**src/rtl/operands_pkg.sv**
```systemverilog
`default_nettype none
// ============================================================================
// Package     : operands_pkg
// Description : Shared defaults, derived dimension widths and the reader
//               state encoding for the operand register file read path.
// Revision    : 1.0 - initial release
// ============================================================================
package operands_pkg;

  // Default geometry of the operand store
  localparam int DEF_DATA_WIDTH = 32;
  localparam int DEF_BUS_WIDTH  = 64;
  localparam int DEF_ADDR_WIDTH = 32;

  // Elements per row; also the largest legal row count
  localparam int DEF_MAX_DIM = DEF_BUS_WIDTH / DEF_DATA_WIDTH;
  // One spare bit so MAX_DIM itself (and illegal values above it) fit
  localparam int DEF_DIM_W   = $clog2(DEF_MAX_DIM) + 1;

  typedef enum logic [1:0] {
    ST_IDLE   = 2'd0,
    ST_FETCH  = 2'd1,
    ST_STREAM = 2'd2,
    ST_DONE   = 2'd3
  } rd_state_e;

endpackage
`default_nettype wire

```
**src/rtl/operand_row_unpacker.sv**
```systemverilog
`default_nettype none
// ============================================================================
// Module      : operand_row_unpacker
// Description : Holds one operand row captured from the store and selects a
//               single DATA_WIDTH element from it by column index. Element 0
//               occupies the least significant bits of the row.
// Revision    : 1.0 - initial release
// ============================================================================
module operand_row_unpacker
  import operands_pkg::*;
#(
  parameter  int DATA_WIDTH = DEF_DATA_WIDTH,
  parameter  int BUS_WIDTH  = DEF_BUS_WIDTH,
  localparam int MAX_DIM    = BUS_WIDTH / DATA_WIDTH,
  localparam int DIM_W      = $clog2(MAX_DIM) + 1
) (
  input  logic                  clk_i,
  input  logic                  rst_i,
  input  logic                  load_i,
  input  logic [BUS_WIDTH-1:0]  row_i,
  input  logic [DIM_W-1:0]      col_sel_i,
  output logic [DATA_WIDTH-1:0] elem_o
);

  logic [BUS_WIDTH-1:0] row_d;
  logic [BUS_WIDTH-1:0] row_q;

  // Replace the buffered row only when a fetch completes
  always_comb begin
    row_d = row_q;
    if (load_i) begin
      row_d = row_i;
    end
  end

  // Row buffer register
  always_ff @(posedge clk_i or posedge rst_i) begin
    if (rst_i) begin
      row_q <= '0;
    end else begin
      row_q <= row_d;
    end
  end

  // Column mux; an out-of-range select yields zero rather than garbage
  always_comb begin
    elem_o = '0;
    for (int i = 0; i < MAX_DIM; i++) begin
      if (col_sel_i == DIM_W'(i)) begin
        elem_o = row_q[i*DATA_WIDTH +: DATA_WIDTH];
      end
    end
  end

endmodule
`default_nettype wire

```
**src/rtl/operand_reader.sv**
```systemverilog
`default_nettype none
// ============================================================================
// Module      : operand_reader
// Description : Streams a rows x cols matrix from the operand store to the
//               compute datapath, one element per valid/ready handshake,
//               row-major, tagged with row/column indices. One fetch cycle
//               per row reads the store's asynchronous port into a buffer.
// Build macro : OPERAND_READER_ZERO_PAD_EN - every row streams MAX_DIM
//               elements; columns at or beyond num_cols are driven as zero.
// Revision    : 1.0 - initial release
// ============================================================================
module operand_reader
  import operands_pkg::*;
#(
  parameter  int DATA_WIDTH = DEF_DATA_WIDTH,
  parameter  int BUS_WIDTH  = DEF_BUS_WIDTH,
  parameter  int ADDR_WIDTH = DEF_ADDR_WIDTH,
  localparam int MAX_DIM    = BUS_WIDTH / DATA_WIDTH,
  localparam int DIM_W      = $clog2(MAX_DIM) + 1
) (
  input  logic                  clk_i,
  input  logic                  rst_i,
  input  logic                  start_i,
  input  logic [ADDR_WIDTH-1:0] base_addr_i,
  input  logic [DIM_W-1:0]      num_rows_i,
  input  logic [DIM_W-1:0]      num_cols_i,
  output logic [ADDR_WIDTH-1:0] mem_addr_o,
  input  logic [BUS_WIDTH-1:0]  mem_data_i,
  input  logic                  mem_busy_i,
  output logic [DATA_WIDTH-1:0] elem_o,
  output logic                  elem_valid_o,
  input  logic                  elem_ready_i,
  output logic [DIM_W-1:0]      row_idx_o,
  output logic [DIM_W-1:0]      col_idx_o,
  output logic                  last_o,
  output logic                  busy_o,
  output logic                  done_o,
  output logic                  err_o
);

  localparam logic [DIM_W-1:0] MAX_DIM_V = DIM_W'(MAX_DIM);

  rd_state_e             state_d, state_q;
  logic [ADDR_WIDTH-1:0] base_d,  base_q;
  logic [DIM_W-1:0]      rows_d,  rows_q;
  logic [DIM_W-1:0]      cols_d,  cols_q;
  logic [DIM_W-1:0]      row_d,   row_q;
  logic [DIM_W-1:0]      col_d,   col_q;
  logic                  err_d,   err_q;

  logic                  load_row;
  logic                  dims_bad;
  logic [DIM_W-1:0]      last_col;
  logic [DIM_W-1:0]      last_row;
  logic                  at_last_col;
  logic                  at_last_row;
  logic [DATA_WIDTH-1:0] raw_elem;

  assign dims_bad = (num_rows_i == '0) || (num_rows_i > MAX_DIM_V) ||
                    (num_cols_i == '0) || (num_cols_i > MAX_DIM_V);

  assign last_row    = rows_q - DIM_W'(1);
  assign at_last_row = (row_q == last_row);
  assign at_last_col = (col_q == last_col);

`ifdef OPERAND_READER_ZERO_PAD_EN
  assign last_col = DIM_W'(MAX_DIM - 1);
  assign elem_o   = (col_q >= cols_q) ? '0 : raw_elem;
`else
  assign last_col = cols_q - DIM_W'(1);
  assign elem_o   = raw_elem;
`endif

  // Store address wraps naturally at ADDR_WIDTH bits
  assign mem_addr_o   = base_q + ADDR_WIDTH'(row_q);
  assign elem_valid_o = (state_q == ST_STREAM);
  assign row_idx_o    = row_q;
  assign col_idx_o    = col_q;
  assign last_o       = elem_valid_o && at_last_row && at_last_col;
  assign busy_o       = (state_q != ST_IDLE);
  assign done_o       = (state_q == ST_DONE);
  assign err_o        = done_o && err_q;

  // Next-state, counter and command-capture logic
  always_comb begin
    state_d  = state_q;
    base_d   = base_q;
    rows_d   = rows_q;
    cols_d   = cols_q;
    row_d    = row_q;
    col_d    = col_q;
    err_d    = err_q;
    load_row = 1'b0;
    case (state_q)
      ST_IDLE: begin
        if (start_i) begin
          base_d = base_addr_i;
          rows_d = num_rows_i;
          cols_d = num_cols_i;
          if (dims_bad) begin
            err_d   = 1'b1;
            state_d = ST_DONE;
          end else begin
            err_d   = 1'b0;
            row_d   = '0;
            state_d = ST_FETCH;
          end
        end
      end
      ST_FETCH: begin
        // Read data is only trustworthy while no store write is in flight
        if (!mem_busy_i) begin
          load_row = 1'b1;
          col_d    = '0;
          state_d  = ST_STREAM;
        end
      end
      ST_STREAM: begin
        if (elem_ready_i) begin
          if (at_last_col) begin
            if (at_last_row) begin
              state_d = ST_DONE;
            end else begin
              row_d   = row_q + DIM_W'(1);
              state_d = ST_FETCH;
            end
          end else begin
            col_d = col_q + DIM_W'(1);
          end
        end
      end
      ST_DONE: begin
        err_d   = 1'b0;
        state_d = ST_IDLE;
      end
      default: begin
        state_d = ST_IDLE;
      end
    endcase
  end

  // Control state and counters; reset abandons any transfer in progress
  always_ff @(posedge clk_i or posedge rst_i) begin
    if (rst_i) begin
      state_q <= ST_IDLE;
      base_q  <= '0;
      rows_q  <= '0;
      cols_q  <= '0;
      row_q   <= '0;
      col_q   <= '0;
      err_q   <= 1'b0;
    end else begin
      state_q <= state_d;
      base_q  <= base_d;
      rows_q  <= rows_d;
      cols_q  <= cols_d;
      row_q   <= row_d;
      col_q   <= col_d;
      err_q   <= err_d;
    end
  end

  operand_row_unpacker #(
    .DATA_WIDTH (DATA_WIDTH),
    .BUS_WIDTH  (BUS_WIDTH)
  ) u_unpacker (
    .clk_i     (clk_i),
    .rst_i     (rst_i),
    .load_i    (load_row),
    .row_i     (mem_data_i),
    .col_sel_i (col_q),
    .elem_o    (raw_elem)
  );

endmodule
`default_nettype wire

```
**config.mk**
```make
export PLATFORM = sky130hd
export DESIGN_NAME = operand_reader
export DESIGN_NICKNAME = d
export VERILOG_FILES = /design/src/rtl/operands_pkg.sv /design/src/rtl/operand_row_unpacker.sv /design/src/rtl/operand_reader.sv
export SDC_FILE = /design/constraint.sdc
export NUM_CORES = 1
export LEC_CHECK = 0
export ABC_AREA = 1
export CAP_MARGIN = 20
export CORE_MARGIN = 1
export CORE_UTILIZATION = 50
export DETAILED_ROUTE_END_ITERATION = 8
export PLACE_DENSITY_LB_ADDON = 0.05
export SYNTH_ARGS = -nofsm -noshare
export SYNTH_HDL_FRONTEND = slang
export SYNTH_SLANG_ARGS = --single-unit
```
**constraint.sdc**
```tcl
create_clock -name clk_i -period 9.3 [get_ports clk_i]
set_input_delay 1.86 -clock clk_i [delete_from_list [all_inputs] [get_ports clk_i]]
set_output_delay 1.86 -clock clk_i [all_outputs]
set_load 0.05 [all_outputs]
```
Yosys cells after proc, flatten, opt, wreduce, memory -nomap -nowiden
Index checks and enable logic that the tools add are counted.

cells by class
  reductions and logical operators = 19
  multiplexer cells = 24
  order comparisons = 2
  equal/unequal tests = 13
  $add $sub $neg = 5

operator list
  operator                                                             number
  32-bit 2-to-1 mux                                                    2
  32-bit by 2-bit adder with 32-bit output                             1
  2-bit 2-to-1 mux                                                     14
  2-bit != test (second input constant)                                5
  2-bit logical NOT                                                    4
  2-bit one-hot mux with 2 select lines                                2
  2-bit one-hot mux with 4 select lines                                1
  4-bit AND reduction                                                  2
  2-bit nonzero test                                                   4
  6-bit AND reduction                                                  1
  2-bit by 1-bit adder with 2-bit output (second input constant)       2
  2-bit by 1-bit == test with 1-bit output (second input constant)     2
  2-bit == test                                                        2
  2-bit == test (second input constant)                                2
  2-bit > comparator (second input constant)                           2
  1-bit 2-to-1 mux                                                     4
  2-bit by 1-bit != test with 1-bit output (second input constant)     2
  2-bit AND reduction                                                  2
  2-bit by 1-bit subtractor with 2-bit output (second input constant)  2
  1-bit logical AND                                                    3
  1-bit logical OR                                                     3
  1-bit one-hot mux with 2 select lines                                1

word-level totals
  output and inout bits = 73
  bits in registers = 107
  word-level logic and storage cells = 71

Longest topological paths before layout
  depth after elaboration = 7
  mapped depth = 10
  gate-level depth less buffers = 10

Hierarchy
A second synthesis with hierarchy kept.

unflattened totals
  cells, all modules = 787
  area total of the unflattened synthesis = 5957.0 um^2

modules (own cells, without submodules)
  module                cells an instance  instances  area an instance (um^2)
  operand_row_unpacker  379                1          3071.7
  operand_reader        408                1          2885.3

Worst setup path before layout
No wires, ideal clock.

  kind = flip-flop to output port
  start = register row_q[0], in the netlist row_idx_o[0]
  end = output mem_addr_o[22]
  arrival time = 2763 ps
  cell stages (with the launch flop) = 11
  path slack = 4677 ps
  cells stage by stage = dfrtp_1 > ha_1 > inv_1 > fa_1 > nor2_1 > nand3_2 > inv_1 > nand2_1 > nor2_1 > nand2_1 > xor2_1

on the way
  word-level cells in the longest chain between the ends = 1

ends and longest elaborated chain
  item                                      RTL line               text
  start: declaration                        operand_reader.sv:47   logic [DIM_W-1:0] row_d, row_q;
  start signal: assignment                  operand_reader.sv:157  row_q <= row_d;
  32-bit by 2-bit adder with 32-bit output  operand_reader.sv:75   assign mem_addr_o = base_q + ADDR_WIDTH'(row_q);
  end: declaration                          operand_reader.sv:27   output logic [ADDR_WIDTH-1:0] mem_addr_o,

No other way between the ends.

Final worst setup path
  start = register row_q[0], in the netlist row_idx_o[0]
  end = output mem_addr_o[16]

The elaborated chain is that of the path after synthesis.

==> impl_metrics.toml <==
[worst_setup_path]
path_class = "reg2out"
cp_max_fo = 7
worst_setup_path_start_kind = "flop"
cp.required_ps = 7440
r2r_end = "err_q$_DFFE_PP0P_"
critPathLaunch = "row_idx_o[0]$_DFFE_PP0P_"
crit_arrival_ps = 3280
setup.worst_path.end_class = "output pin"
rrSetupSlack_ps = 7260
setup.worst_path.end = "mem_addr_o[16]"
reg2reg_from = "state_q[1]$_DFFE_PP0P_"
reg2reg_depth = 7

[logic_synthesis]
synthTopCellsByArea = "dfrtp_1, nand2_1, mux2_4, mux2_2, inv_1"
netlist.area_leader.share_pct = 47.8
syn-num-nets = 760
synth.distinct_cells = 28
postSynthAreaPerCell_um2 = 8.63
synth_xor_area_share_pct = 4.06
synthCells = 650
synth-seq-area-share_pct = 47.8
yosysTopAreaCell = "dfrtp_1"
synthSimpleGateAreaFrac_pct = 22.1
synth-seq-cells = 107
synth_top_family_by_area = "simple AND/OR/NAND/NOR gates"
synth_top_flop_cell = "dfrtp_1"
synth_warnings = 0
synthAdderAreaFrac_pct = 1.25
muxShareOfSynthArea_pct = 10.6
ys_async_sr_fraction_pct = 100
synth_area_um2 = 5610
synth.most_common_cell = "nand2_1"
synth_compound_area_share_pct = 6.85
synth-edff-count = 0
synth_commonest_cells = "nand2_1, dfrtp_1, inv_1"

[placed_design]
dp_hpwl_mm = 10.5
dp_cells = 946
io_buffer_count = 177
place_congestion = 0.881
preCtsSetupSlack_ps = 4590

[global_route]
met2_usage_pct = 41.6
grt_antenna_before_repair = 0
grt_pass1_vias = 4719
grt_max_degree = 85
track_usage_pct = 25.5
grt_pass1_wl_mm = 22.6
grt.overflow.total = 0
grt-busiest-layer = "met2"
use_met1_pct = 33.1
use_met3_pct = 6.78

[clocking]
cts-resized-gates = 0
path_clk_slew_ps = 100
h-tree-depth = 3
cts_buffer_depth = 2
cts_inserted_buffers = 9
insertion_delay_ps = 380
cts-root-buf = "clkbuf_8"
clock_sinks = 107
postCtsSetupBuffers = 0
cts_hold_buf = 0
tritoncts = "done"

[final_layout]
layout.cells.non_filler = 963
syn_to_final_growth_pct = 37.1
fill_cells = 869
antenna_cells = 0
multi_input_area_um2 = 2520
seq_area_um2 = 2680
post-route-util_pct = 70.6
drive_above_1_share_pct = 9.48
nets = 928

[floorplan]
fp-row-count = 38
die_area_um2 = 11600
coreArea_um2 = 10900
start_util_pct = 51.5
die_width_um = 108
io_pins = 178
die_h_um = 108

[sta]
finalCritPeriodShare_pct = 55.2
finalHoldViolCount = 0
finalSetupTns_ps = 0
finalSetupViolCount = 0
drv_slew = 0
fmax_ghz = 0.195
max_slew_margin_pct = 28.8
fin_crit_ps = 5140
worstMarginPinSlew_ps = 1070
fin_skew_ps = 3.32
worst_slack_ps = 4160
rsz0062_at_grt = "false"

[detailed_routing]
wire_per_inst_um = 14.9
drc = 0
drt_pre_antenna_iters = 5
drt_iter0_markers = 286
antenna_left = 0
routed_via_density = 5.14
totalWireLength_mm = 14.3
num_vias = 4948

[outcome]
status = "finished, final reports clean"

[job]
max-cap-violations = 0

[min_path]
min_path_type = "reg2reg"
[per-layer routing]
metal  vias up  wire, um
met5         -         0
met4         0       215
met3        17      1100
met2       195      6750
met1      2312      6280
li1       2424         -
[cells in the final DEF, fill, tap and decap left out, types with 2 or more instances in the layout]
cell type and count:
a21oi_1 23, buf_16 2, buf_4 3, clkbuf_8 9
clkdlybuf4s50_1 177, clkinv_4 2, dfrtp_1 107, ha_1 4
inv_1 70, inv_6 2, mux2_2 25, mux2_4 21
nand2_1 168, nand3_1 44, nand4_1 9, nor2_1 48
nor2_4 2, nor3_1 17, o21ai_0 48, o21bai_1 2
or2_2 2, xnor2_1 5, xor2_1 21
[logic make-up (layout without fill, tap and decap cells)]
family | count (synthesis) | after routing
AND/OR/NAND/NOR | 294 | 294
flip-flops | 107 | 107
buffers and inverters | 97 | 270
AO/OA/AOI/OAI | 75 | 75
multiplexers | 46 | 46
XOR/XNOR | 26 | 26
adder cells (fa/ha/maj) | 5 | 5
[final cells by class]
type                       count  area share, %
inverter                      72           3.55
multi-input combinational    446           32.8
sequential                   107           34.8
clock inverter                 7          0.830
tap                          140           2.28
clock buffer                   9           1.61
timing repair buffer         182           24.1
[per-stage QoR]
step                      instance area [um2]  hold WS (ps)
after floorplan                          5610           446
after global placement                   7440           462
after detailed placement                 7470           484
after CTS                                7660           510
after global routing                     7690           522
final                                    7690           501
[how the worst min path moves through the flow]
stage                                           startpoint                          endpoint  slack [ps]  cells past startpoint
after CTS                            base_q[0]$_DFFE_PP0P_             base_q[0]$_DFFE_PP0P_         510                      2
final                                base_q[0]$_DFFE_PP0P_             base_q[0]$_DFFE_PP0P_         500                      2
after global placement               base_q[0]$_DFFE_PP0P_             base_q[0]$_DFFE_PP0P_         460                      2
after floorplan                      base_q[0]$_DFFE_PP0P_             base_q[0]$_DFFE_PP0P_         450                      2
after global routing      u_unpacker.row_q[33]$_DFFE_PP0P_  u_unpacker.row_q[33]$_DFFE_PP0P_         520                      1
after detailed placement             base_q[0]$_DFFE_PP0P_             base_q[0]$_DFFE_PP0P_         480                      2
[worst max-delay path, cell delays in order, from the launching register on]
cell	delay, ps
dfrtp_1	460
ha_1	200
inv_1	50
fa_1	390
nor2_1	200
nand3_2	150
nor2_1	290
nand3_1	140
xor2_1	160
clkdlybuf4s50_1	840
[sequential cells by signal, indices dropped and copies added, names as in the netlist]
name / count
state_q: 2
row_idx_o: 2
cols_q: 2
col_idx_o: 2
rows_q: 2
u_unpacker.row_q: 64
base_q: 32
err_q: 1
Power is left out: the tool's default activity adds up to more than one toggle a clock period on the data nets, which glitch-free logic cannot reach.
